## src/rtl/cascade_counter_ctrl.sv

```systemverilog
// rtl/cascade_counter_ctrl.sv - start/load/run sequencer around a cascade of 4-bit counter slices
// Optional macro CASCADE_PRESCALE_EN adds a per-run prescaler on the count enable.
module cascade_counter_ctrl #(
  parameter int SLICES = 2,
  localparam int WIDTH = 4 * SLICES
) (
  input  logic              clk,
  input  logic              rst,
  input  logic              start_valid,
  output logic              start_ready,
  input  logic [WIDTH-1:0]  load_val,
  input  logic              periodic,
`ifdef CASCADE_PRESCALE_EN
  input  logic [3:0]        presc,
`endif
  input  logic              count_en,
  input  logic              stop,
  output logic [WIDTH-1:0]  cnt_q,
  output logic [SLICES-1:0] carry_chain,
  output logic              rco,
  output logic              tick,
  output logic              busy,
  output logic              done
);

  typedef enum logic [1:0] {
    S_IDLE = 2'd0,
    S_LOAD = 2'd1,
    S_RUN  = 2'd2,
    S_DONE = 2'd3
  } state_t;

  state_t             r_state;
  state_t             w_next;
  logic [WIDTH-1:0]   r_cnt;
  logic [WIDTH-1:0]   r_preset;
  logic               r_periodic;
  logic               w_adv;
  logic               w_tc;
  logic               w_en;
  logic [SLICES-1:0]  w_carry;
  logic [WIDTH-1:0]   w_cnt_inc;

`ifdef CASCADE_PRESCALE_EN
  logic [3:0] r_presc;
  logic [3:0] r_psc_cnt;

  assign w_adv = count_en & (r_state == S_RUN) & (r_psc_cnt == r_presc);

  always_ff @(posedge clk) begin
    if (rst) begin
      r_presc   <= 4'h0;
      r_psc_cnt <= 4'h0;
    end else begin
      if (r_state == S_IDLE && start_valid) begin
        r_presc <= presc;
      end
      if (r_state == S_LOAD) begin
        r_psc_cnt <= 4'h0;
      end else if (r_state == S_RUN) begin
        if (stop) begin
          r_psc_cnt <= 4'h0;
        end else if (count_en) begin
          r_psc_cnt <= (r_psc_cnt == r_presc) ? 4'h0 : r_psc_cnt + 4'h1;
        end
      end
    end
  end
`else
  assign w_adv = count_en & (r_state == S_RUN);
`endif

  // Each slice increments only when every lower slice is at 0xF (74163 ENT chaining).
  always_comb begin
    w_carry   = '0;
    w_cnt_inc = r_cnt;
    w_en      = w_adv;
    for (int k = 0; k < SLICES; k++) begin
      w_cnt_inc[4*k +: 4] = r_cnt[4*k +: 4] + {3'b000, w_en};
      w_carry[k]          = w_en & (r_cnt[4*k +: 4] == 4'hF);
      w_en                = w_carry[k];
    end
  end

  assign w_tc        = w_carry[SLICES-1];
  assign carry_chain = w_carry;
  assign rco         = w_carry[SLICES-1];
  assign tick        = w_tc & ~stop;
  assign start_ready = (r_state == S_IDLE);
  assign busy        = (r_state == S_LOAD) || (r_state == S_RUN);
  assign done        = (r_state == S_DONE);
  assign cnt_q       = r_cnt;

  always_ff @(posedge clk) begin
    if (rst) begin
      r_state <= S_IDLE;
    end else begin
      r_state <= w_next;
    end
  end

  always_comb begin
    w_next = r_state;
    case (r_state)
      S_IDLE: if (start_valid) w_next = S_LOAD;
      S_LOAD: w_next = S_RUN;
      S_RUN: begin
        if (stop) begin
          w_next = S_IDLE;
        end else if (w_tc && !r_periodic) begin
          w_next = S_DONE;
        end
      end
      S_DONE: w_next = S_IDLE;
      default: w_next = S_IDLE;
    endcase
  end

  always_ff @(posedge clk) begin
    if (rst) begin
      r_cnt      <= '0;
      r_preset   <= '0;
      r_periodic <= 1'b0;
    end else begin
      case (r_state)
        S_IDLE: begin
          if (start_valid) begin
            r_preset   <= load_val;
            r_periodic <= periodic;
          end
        end
        S_LOAD: r_cnt <= r_preset;
        S_RUN: begin
          if (!stop && w_adv) begin
            if (w_tc) begin
              if (r_periodic) r_cnt <= r_preset;
            end else begin
              r_cnt <= w_cnt_inc;
            end
          end
        end
        default: r_cnt <= r_cnt;
      endcase
    end
  end

endmodule

```

## config.mk

```make
export PLATFORM = sky130hd
export DESIGN_NAME = cascade_counter_ctrl
export DESIGN_NICKNAME = d
export VERILOG_FILES = /design/src/rtl/cascade_counter_ctrl.sv
export SDC_FILE = /design/constraint.sdc
export NUM_CORES = 1
export LEC_CHECK = 0
export ABC_CLOCK_PERIOD_IN_PS = 1950
export CORE_MARGIN = 2
export CORE_UTILIZATION = 42
export DETAILED_ROUTE_END_ITERATION = 16
export GPL_ROUTABILITY_DRIVEN = 0
export PLACE_DENSITY = 0.74
export SLEW_MARGIN = 10
export SYNTH_ARGS = -nofsm -noshare
export SYNTH_HDL_FRONTEND = slang
export SYNTH_SLANG_ARGS = --single-unit
```

## constraint.sdc

```tcl
create_clock -name clk -period 1.95 [get_ports clk]
set_input_delay 0.2925 -clock clk [delete_from_list [all_inputs] [get_ports clk]]
set_output_delay 0.2925 -clock clk [all_outputs]
set_load 0.05 [all_outputs]
```

Yosys cells after proc, flatten, opt, wreduce, memory -nomap -nowiden. Cells that the tools add are included.

Reductions and logical operators: 10. Add/subtract/negate cells: 2. Bitwise operators: 5. Equality and inequality tests: 9. Multiplexer cells: 8.

Operators with widths (count): $mux 8 (3); $pmux 8 s2 (1); $add 4x1->4 (2); $eq 4x4->1 const B (2); $pmux 2 s4 (1); $mux 2 (3); $and 1x1->1 (4); $eq 2x2->1 const B (2); $reduce_and 2->1 (2); $ne 3x2->1 const B (1); $ne 3x3->1 const B (1); $reduce_and 3->1 (1); $eq 2x1->1 const B (1); $logic_and 1x1->1 (2); $logic_not 1->1 (2); $logic_not 2->1 (1); $ne 2x1->1 const B (1); $ne 2x2->1 const B (1); $reduce_bool 2->1 (1); $logic_or 1x1->1 (1); $not 1->1 (1).

Register bits: 19. Output and inout port bits: 15.

Logic depth before layout (Yosys ltp). Gate-level depths: netlist of run 1.

Depth after elaboration: 8. Depth in mapped cells: 11. Depth with buffers taken out: 11.

Least setup slack after synthesis of run 1. No wires, ideal clock.

Path kind: reg-to-output. Start point: register r_cnt[7], in the netlist cnt_q[7]. End point: output port carry_chain[1]. Setup slack: -0.858 ns. Arrival: 2.515 ns. Cell stages (with the launch flop): 4. Cells stage by stage: dfxtp_1 -> nand4_1 -> nor3_1 -> buf_4.

Longest elaborated chain between the ends: 2.

Ends and longest elaborated chain: from (decl) (line 35) `logic [WIDTH-1:0] r_cnt;`; from (signal assigned) (line 132) `S_LOAD: r_cnt <= r_preset;`; from (signal assigned) (line 136) `if (r_periodic) r_cnt <= r_preset;`; from (signal assigned) (line 138) `r_cnt <= w_cnt_inc;`; $eq 4x4->1 (line 80) `w_carry[k] = w_en & (r_cnt[4*k +: 4] == 4'hF);`; $and 1x1->1 (line 80); to (decl) (line 19) `output logic [SLICES-1:0] carry_chain,`.

No other way between the ends.

Worst setup path after layout of run 1.
Start point: register r_state[0]. End point: output port carry_chain[1].

Longest elaborated chain between the ends: 4.

Ends and longest elaborated chain: from (decl) (line 33) `state_t r_state;`; from (signal assigned) (line 98) `r_state <= w_next;`; $eq 2x2->1 (line 70) `assign w_adv = count_en & (r_state == S_RUN);`; $and 1x1->1 (line 70); $and 1x1->1 (2 in a row) (line 80).

No other way between the ends.

==> impl_metrics.env, run 1 <==
export IMPL_crit_fanout=5
export IMPL_firstDrtPassIters=4
export IMPL_yosysTopAreaCell="dfxtp_1"
export IMPL_dieHeight_um=54.00
export IMPL_async_flop_share_pct=0
export IMPL_synth_distinct_cells=26
export IMPL_fin_crit_ps=1905
export IMPL_routed_wl_mm=2.469
export IMPL_drcViolationCount=0
export IMPL_htreeDepth=1
export IMPL_worst_setup_path_start_kind="flip-flop"
export IMPL_start_util_pct=43.16
export IMPL_dr_first_iter_drc_count=12
export IMPL_p_leak_nw=0.7144
export IMPL_max_slew_margin_rel_pct=66.31
export IMPL_hold_viol=0
export IMPL_min_path_type="flip-flop to flip-flop"
export IMPL_ys_seq_area_share_pct=36.23
export IMPL_synth_ff_latch_count=19
export IMPL_dp_hpwl_mm=1.959
export IMPL_rsz0062_at_grt="yes"
export IMPL_cap_violations=0
export IMPL_overflow=0
export IMPL_syn_avg_cell_area_um2=8.821
export IMPL_die_x_um=54.00
export IMPL_cp_cell_sequence="inv_4 > ha_4 > nand4_4 > buf_6 > nor3_4 > buf_12"
export IMPL_clk_latency_ps=300
export IMPL_core_um2=2432
export IMPL_synth_cells=119
export IMPL_ys_top_cells_by_area="dfxtp_1 (36%), ha_1 (11%), a21oi_1 (6.7%)"
export IMPL_setup_viol=0
export IMPL_cp_top_family="buffers and inverters"
export IMPL_clkSlewWorstSetupHoldPaths_ps=100
export IMPL_finClkSkew_ps=11.57
export IMPL_critPathBufInv=3
export IMPL_std_cell_rows=18
export IMPL_crit_type="flip-flop to output pin"
export IMPL_synth_edf_count=0
export IMPL_place_ws_ps=-200.6
export IMPL_synth_nets=142
export IMPL_yosysMostFrequentCell="dfxtp_1"
export IMPL_placed_cell_area_um2=1598
export IMPL_slowest_stage="dfxtp_4"
export IMPL_cts_buffers=3
export IMPL_max_freq_mhz=525.0
export IMPL_grt_max_degree=12
export IMPL_worstPathRequired_ps=1660
export IMPL_end_kind="output pin"
export IMPL_status="complete, no violations"
export IMPL_wl_per_cell_um=12.93
export IMPL_clock_sinks=19
export IMPL_antenna_found_initial=0
export IMPL_grt_pass1_vias=918
export IMPL_num_vias=977
export IMPL_port_buffers=28
export IMPL_synth_area_um2=1050
export IMPL_vdd_drop_max_mv=0.4758
export IMPL_clockRootBuffer="clkbuf_4"
export IMPL_yosys_warnings=0
export IMPL_antenna_left=0
export IMPL_setup_ws_ps=45.34
export IMPL_finalCritPeriodShare_pct=97.67
export IMPL_clock_path_buffers=2
export IMPL_tightest_slew_ps=503.8
export IMPL_slew_viol_final=0
export IMPL_synthTopCellsByCount="dfxtp_1 (19), a21oi_1 (14), nand2_1 (14)"
export IMPL_grt_pass1_wl_mm=4.015
export IMPL_ys_flop_type="dfxtp_1"
export IMPL_tritoncts="built"
export IMPL_drive_gt1_share_pct=33.54
export IMPL_hold_buffers=0
export IMPL_final_area_um2=1670
export IMPL_diodes=0
export IMPL_grt_usage_pct=19.05
export IMPL_io_pins=29
export IMPL_synthToLayoutAreaGrowth_pct=59.12
export IMPL_synth_top_area_share_pct=36.23
export IMPL_slowest_delay_ps=380
export IMPL_via_per_inst=5.115
export IMPL_layout_nets=185
export IMPL_power_density_nw_per_um2=700.4
export IMPL_die_area_um2=2915
export IMPL_critPathArrivalTime_ps=1610
-- flip-flops by register name, summed over array words and instances (netlist names) --
register	flops
cnt_q	8
r_preset	8
r_periodic	1
r_state	2
-- where the power goes --
part | internal, mW | switching [mW]
registers | 0.425 | 0.0382
logic | 0.250 | 0.258
clock network | 0.0762 | 0.122
total | 0.752 | 0.418
-- metrics by stage --
step / setup TNS, ps / util (%) / power [mW] / instances / hold WS, ps
floorplan: -379.7 / - / 0.7517 / 119 / 432.9
CTS: 0 / 66.98 / 1.162 / 187 / 463.7
global placement: -1032 / 65.69 / 0.9540 / 183 / 448.2
global route: -49.27 / 68.67 / 1.241 / 191 / 492.4
finish: 0 / 68.67 / 1.170 / 191 / 463.3
detailed placement: -1492 / 65.69 / 0.9657 / 183 / 446.9
-- layer usage --
| metal | share of wire, % | vias to the layer above | global-route usage (%) |
|---|---|---|---|
| met4 | 1.5 | 0 | 8.333 |
| met2 | 49 | 22 | 31.10 |
| met1 | 46 | 453 | 24.66 |
| met3 | 3.6 | 4 | 3.056 |
| li1 | - | 498 | - |
| met5 | 0 | - | 0 |
-- worst reg2reg max path: stages, from the launching register on --
cell     delay [ps]
dfxtp_4         390
inv_4            40
ha_4            160
buf_4           140
and2_1          140
ha_2            170
ha_1            260
mux2_2          260
mux2i_1         130
nor2_1           60
-- path summary, 6_finish.rpt --
| kind | slack, ps | cells past startpoint | start | endpoint |
|---|---|---|---|---|
| max | 50 | 6 | r_state[0] | carry_chain[1] |
| min | 460 | 2 | r_preset[3] | r_preset[3] |
| max reg2reg | 100 | 9 | r_state[0] | cnt_q[1] |
| min reg2reg | 460 | 2 | r_preset[3] | r_preset[3] |
-- layout by cell type (no fill, tap or decap), types with 2 or more instances in the layout --
master	synthesis	layout
dfxtp_1	19	9
dfxtp_2	0	5
clkbuf_4	0	3
ha_1	9	6
inv_1	3	2
a21oi_1	14	14
o21ai_1	2	2
nand2_1	14	13
nor2_1	12	11
buf_4	1	13
clkdlybuf4s50_1	0	20
nor2b_1	2	2
buf_12	0	8
mux2_2	6	6
dfxtp_4	0	5
ha_4	0	2
mux2i_1	6	6
xnor2_1	2	2
nand3_1	12	11
a21o_1	2	2
-- repair_timing --
action / in CTS / in global routing
setup buffers: 0 / 4
setup endpoints to repair: 3 / 9
pin swaps: 3 / 4
gates resized for setup: 1 / 5
-- cell type report --
| cell class | count | area (µm²) |
|---|---|---|
| multi-input combinational | 92 | 704.4 |
| clock buffer | 3 | 22.52 |
| tap | 30 | 37.54 |
| timing repair buffer | 43 | 481.7 |
| clock inverter | 1 | 5.005 |
| inverter | 3 | 13.76 |
| fill | 180 | 762.0 |
| sequential | 19 | 405.4 |
-- cell families (layout without fill, tap and decap cells) --
family                     count (synthesis)  count (layout)  synth area share [%]
and+or+nand+nor                           48              48                 22.29
AOI/OAI and AO/OA                         21              21                 13.71
DFF                                       19              19                 36.23
muxes                                     12              12                 12.16
adders and majority gates                  9               9                 10.73
buffers and inverters                      8              50                 3.218
xor gates and xnor gates                   2               2                 1.669
Power figures use the tool's default switching activity.
==> run 2, diff against run 1 <==
--- a/config.mk
+++ b/config.mk
@@ -6,6 +6,7 @@
 export NUM_CORES = 1
 export LEC_CHECK = 0
 export ABC_CLOCK_PERIOD_IN_PS = 1950
+export CORE_ASPECT_RATIO = 0.6
 export CORE_MARGIN = 2
 export CORE_UTILIZATION = 42
 export DETAILED_ROUTE_END_ITERATION = 16
==> impl_metrics.env, run 2 (same netlist as run 1, synthesis figures left out) <==
export IMPL_rsz0062_at_grt="no"
export IMPL_hold_viol=0
export IMPL_clock_power_share_pct=22.9
export IMPL_std_cell_rows=13
export IMPL_overflow=0
export IMPL_whs_path_depth=2
export IMPL_clock_sinks=19
export IMPL_firstDrtPassIters=4
export IMPL_p_switching_mw=0.4468
export IMPL_antenna_found_initial=0
export IMPL_hold_slack_ps=461.6
export IMPL_r2r_start="r_state[0]"
export IMPL_grt_pass1_wl_mm=4.188
export IMPL_dp_hpwl_mm=1.948
export IMPL_drcViolationCount=0
export IMPL_tritoncts="built"
export IMPL_clk_latency_ps=260
export IMPL_worstHoldStart="r_preset[0]"
export IMPL_grt_pass1_vias=925
export IMPL_antenna_left=0
export IMPL_slew_viol_final=0
export IMPL_core_um2=2261
export IMPL_diodes=0
export IMPL_wl_per_cell_um=14.05
export IMPL_via_per_inst=5.380
export IMPL_end_kind="output pin"
export IMPL_synthToLayoutAreaGrowth_pct=58.16
export IMPL_finalCritPeriodShare_pct=96.50
export IMPL_holdPathEnd="r_preset[0]"
export IMPL_clockRootBuffer="clkbuf_8"
export IMPL_setup_viol=0
export IMPL_port_buffers=28
export IMPL_vdd_drop_max_mv=0.5934
export IMPL_finClkSkew_ps=1.882
export IMPL_swShare_pct=35.61
export IMPL_worstPathRequired_ps=1660
export IMPL_fin_crit_ps=1882
export IMPL_rrSetupSlack_ps=90
export IMPL_drive_gt1_share_pct=32.48
export IMPL_utilization_pct=73.44
export IMPL_die_area_um2=2928
export IMPL_final_common_cell="clkdlybuf4s50_1"
export IMPL_p_comb_share_pct=40.0
export IMPL_p_leak_nw=0.6963
export IMPL_r2r_end="cnt_q[1]"
export IMPL_clkSlewWorstSetupHoldPaths_ps=80
export IMPL_crit_type="primary input to output pin"
export IMPL_layout_nets=181
export IMPL_grt_usage_pct=19.71
export IMPL_routed_wl_mm=2.628
export IMPL_htreeDepth=1
export IMPL_cap_violations=0
export IMPL_instances_no_fill=187
export IMPL_power_density_nw_per_um2=755.6
export IMPL_max_slew_margin_rel_pct=63.91
export IMPL_ff2ff_path_depth=9
export IMPL_final_cell_mix="clkdlybuf4s50_1 (21), a21oi_1 (14), nand2_1 (13)"
export IMPL_grt_max_degree=20
export IMPL_p_seq_share_pct=37.1
export IMPL_critPathArrivalTime_ps=1590
export IMPL_internal_power_mw=0.8077
export IMPL_max_freq_mhz=531.4
export IMPL_worst_setup_path_start_kind="primary input"
export IMPL_dieHeight_um=42.73
export IMPL_cts_buffers=3
export IMPL_die_x_um=68.54
export IMPL_clock_path_buffers=2
export IMPL_num_vias=1006
export IMPL_tightest_slew_ps=539.6
export IMPL_io_pins=29
export IMPL_status="complete, no violations"
export IMPL_min_path_type="flip-flop to flip-flop"
export IMPL_dp_cells=182
export IMPL_crit_fanout=4
export IMPL_dr_first_iter_drc_count=34
export IMPL_start_util_pct=46.43
==> run 2: per-layer routing <==
| layer | global-route usage [%] | routed length (µm) | vias to the layer above |
|---|---|---|---|
| li1 | - | - | 491 |
| met1 | 26.35 | 1224 | 460 |
| met2 | 29.62 | 1123 | 47 |
| met3 | 5.570 | 214 | 8 |
| met4 | 8.000 | 65 | 0 |
| met5 | 0 | 0 | - |
==> run 2: final cells by class <==
class / instances / area (µm²)
repair buffers: 39 / 449.2
clock inverters: 1 / 6.256
multi-input cells: 92 / 706.9
fillers: 159 / 600.6
clock buffers: 3 / 41.29
flip-flops and latches: 19 / 405.4
well taps: 30 / 37.54
inverters: 3 / 13.76
==> run 2: worst max path at each step <==
stage | startpoint | to | slack [ps]
6_report | count_en | carry_chain[1] | 70
5_1_grt | r_state[0] | carry_chain[1] | 10
4_1_cts | r_state[0] | tick | 10
3_3_place_gp | count_en | cnt_q[1] | -140
3_5_place_dp | count_en | cnt_q[1] | -150
2_1_floorplan | r_state[0] | cnt_q[5] | -150
==> run 2: power by group through the flow <==
stage | sequential, mW | clock (mW) | combinational (mW)
2_1_floorplan | 0.489 | 0 | 0.262
3_3_place_gp | 0.467 | 0 | 0.479
3_5_place_dp | 0.468 | 0 | 0.492
4_1_cts | 0.461 | 0.294 | 0.498
5_1_grt | 0.469 | 0.307 | 0.532
6_report | 0.466 | 0.287 | 0.502
==> run 2: worst max-delay path: stages <==
cell and delay [ps]:
clkdlybuf4s50_1 530, nand4_4 160, buf_6 170, nor3_4 260, buf_12 180
==> run 2: stage by stage <==
step / cell area [µm²] / setup TNS, ps / power [mW] / setup slack, ps
2_1_floorplan: 1137 / -379.7 / 0.7517 / -149.8
3_3_place_gp: 1590 / -925.5 / 0.9465 / -143.3
3_5_place_dp: 1590 / -1049 / 0.9605 / -154.1
4_1_cts: 1647 / 0 / 1.253 / 12.22
5_1_grt: 1660 / 0 / 1.308 / 13.08
6_report: 1660 / 0 / 1.255 / 68.17
==> run 2: what timing repair did <==
action,CTS,global route
setup buffers,1,0
hold buffers,0,0
endpoints found under the setup margin,3,7
pin swaps,1,5
resized for setup,1,5
hold endpoints to repair,0,0
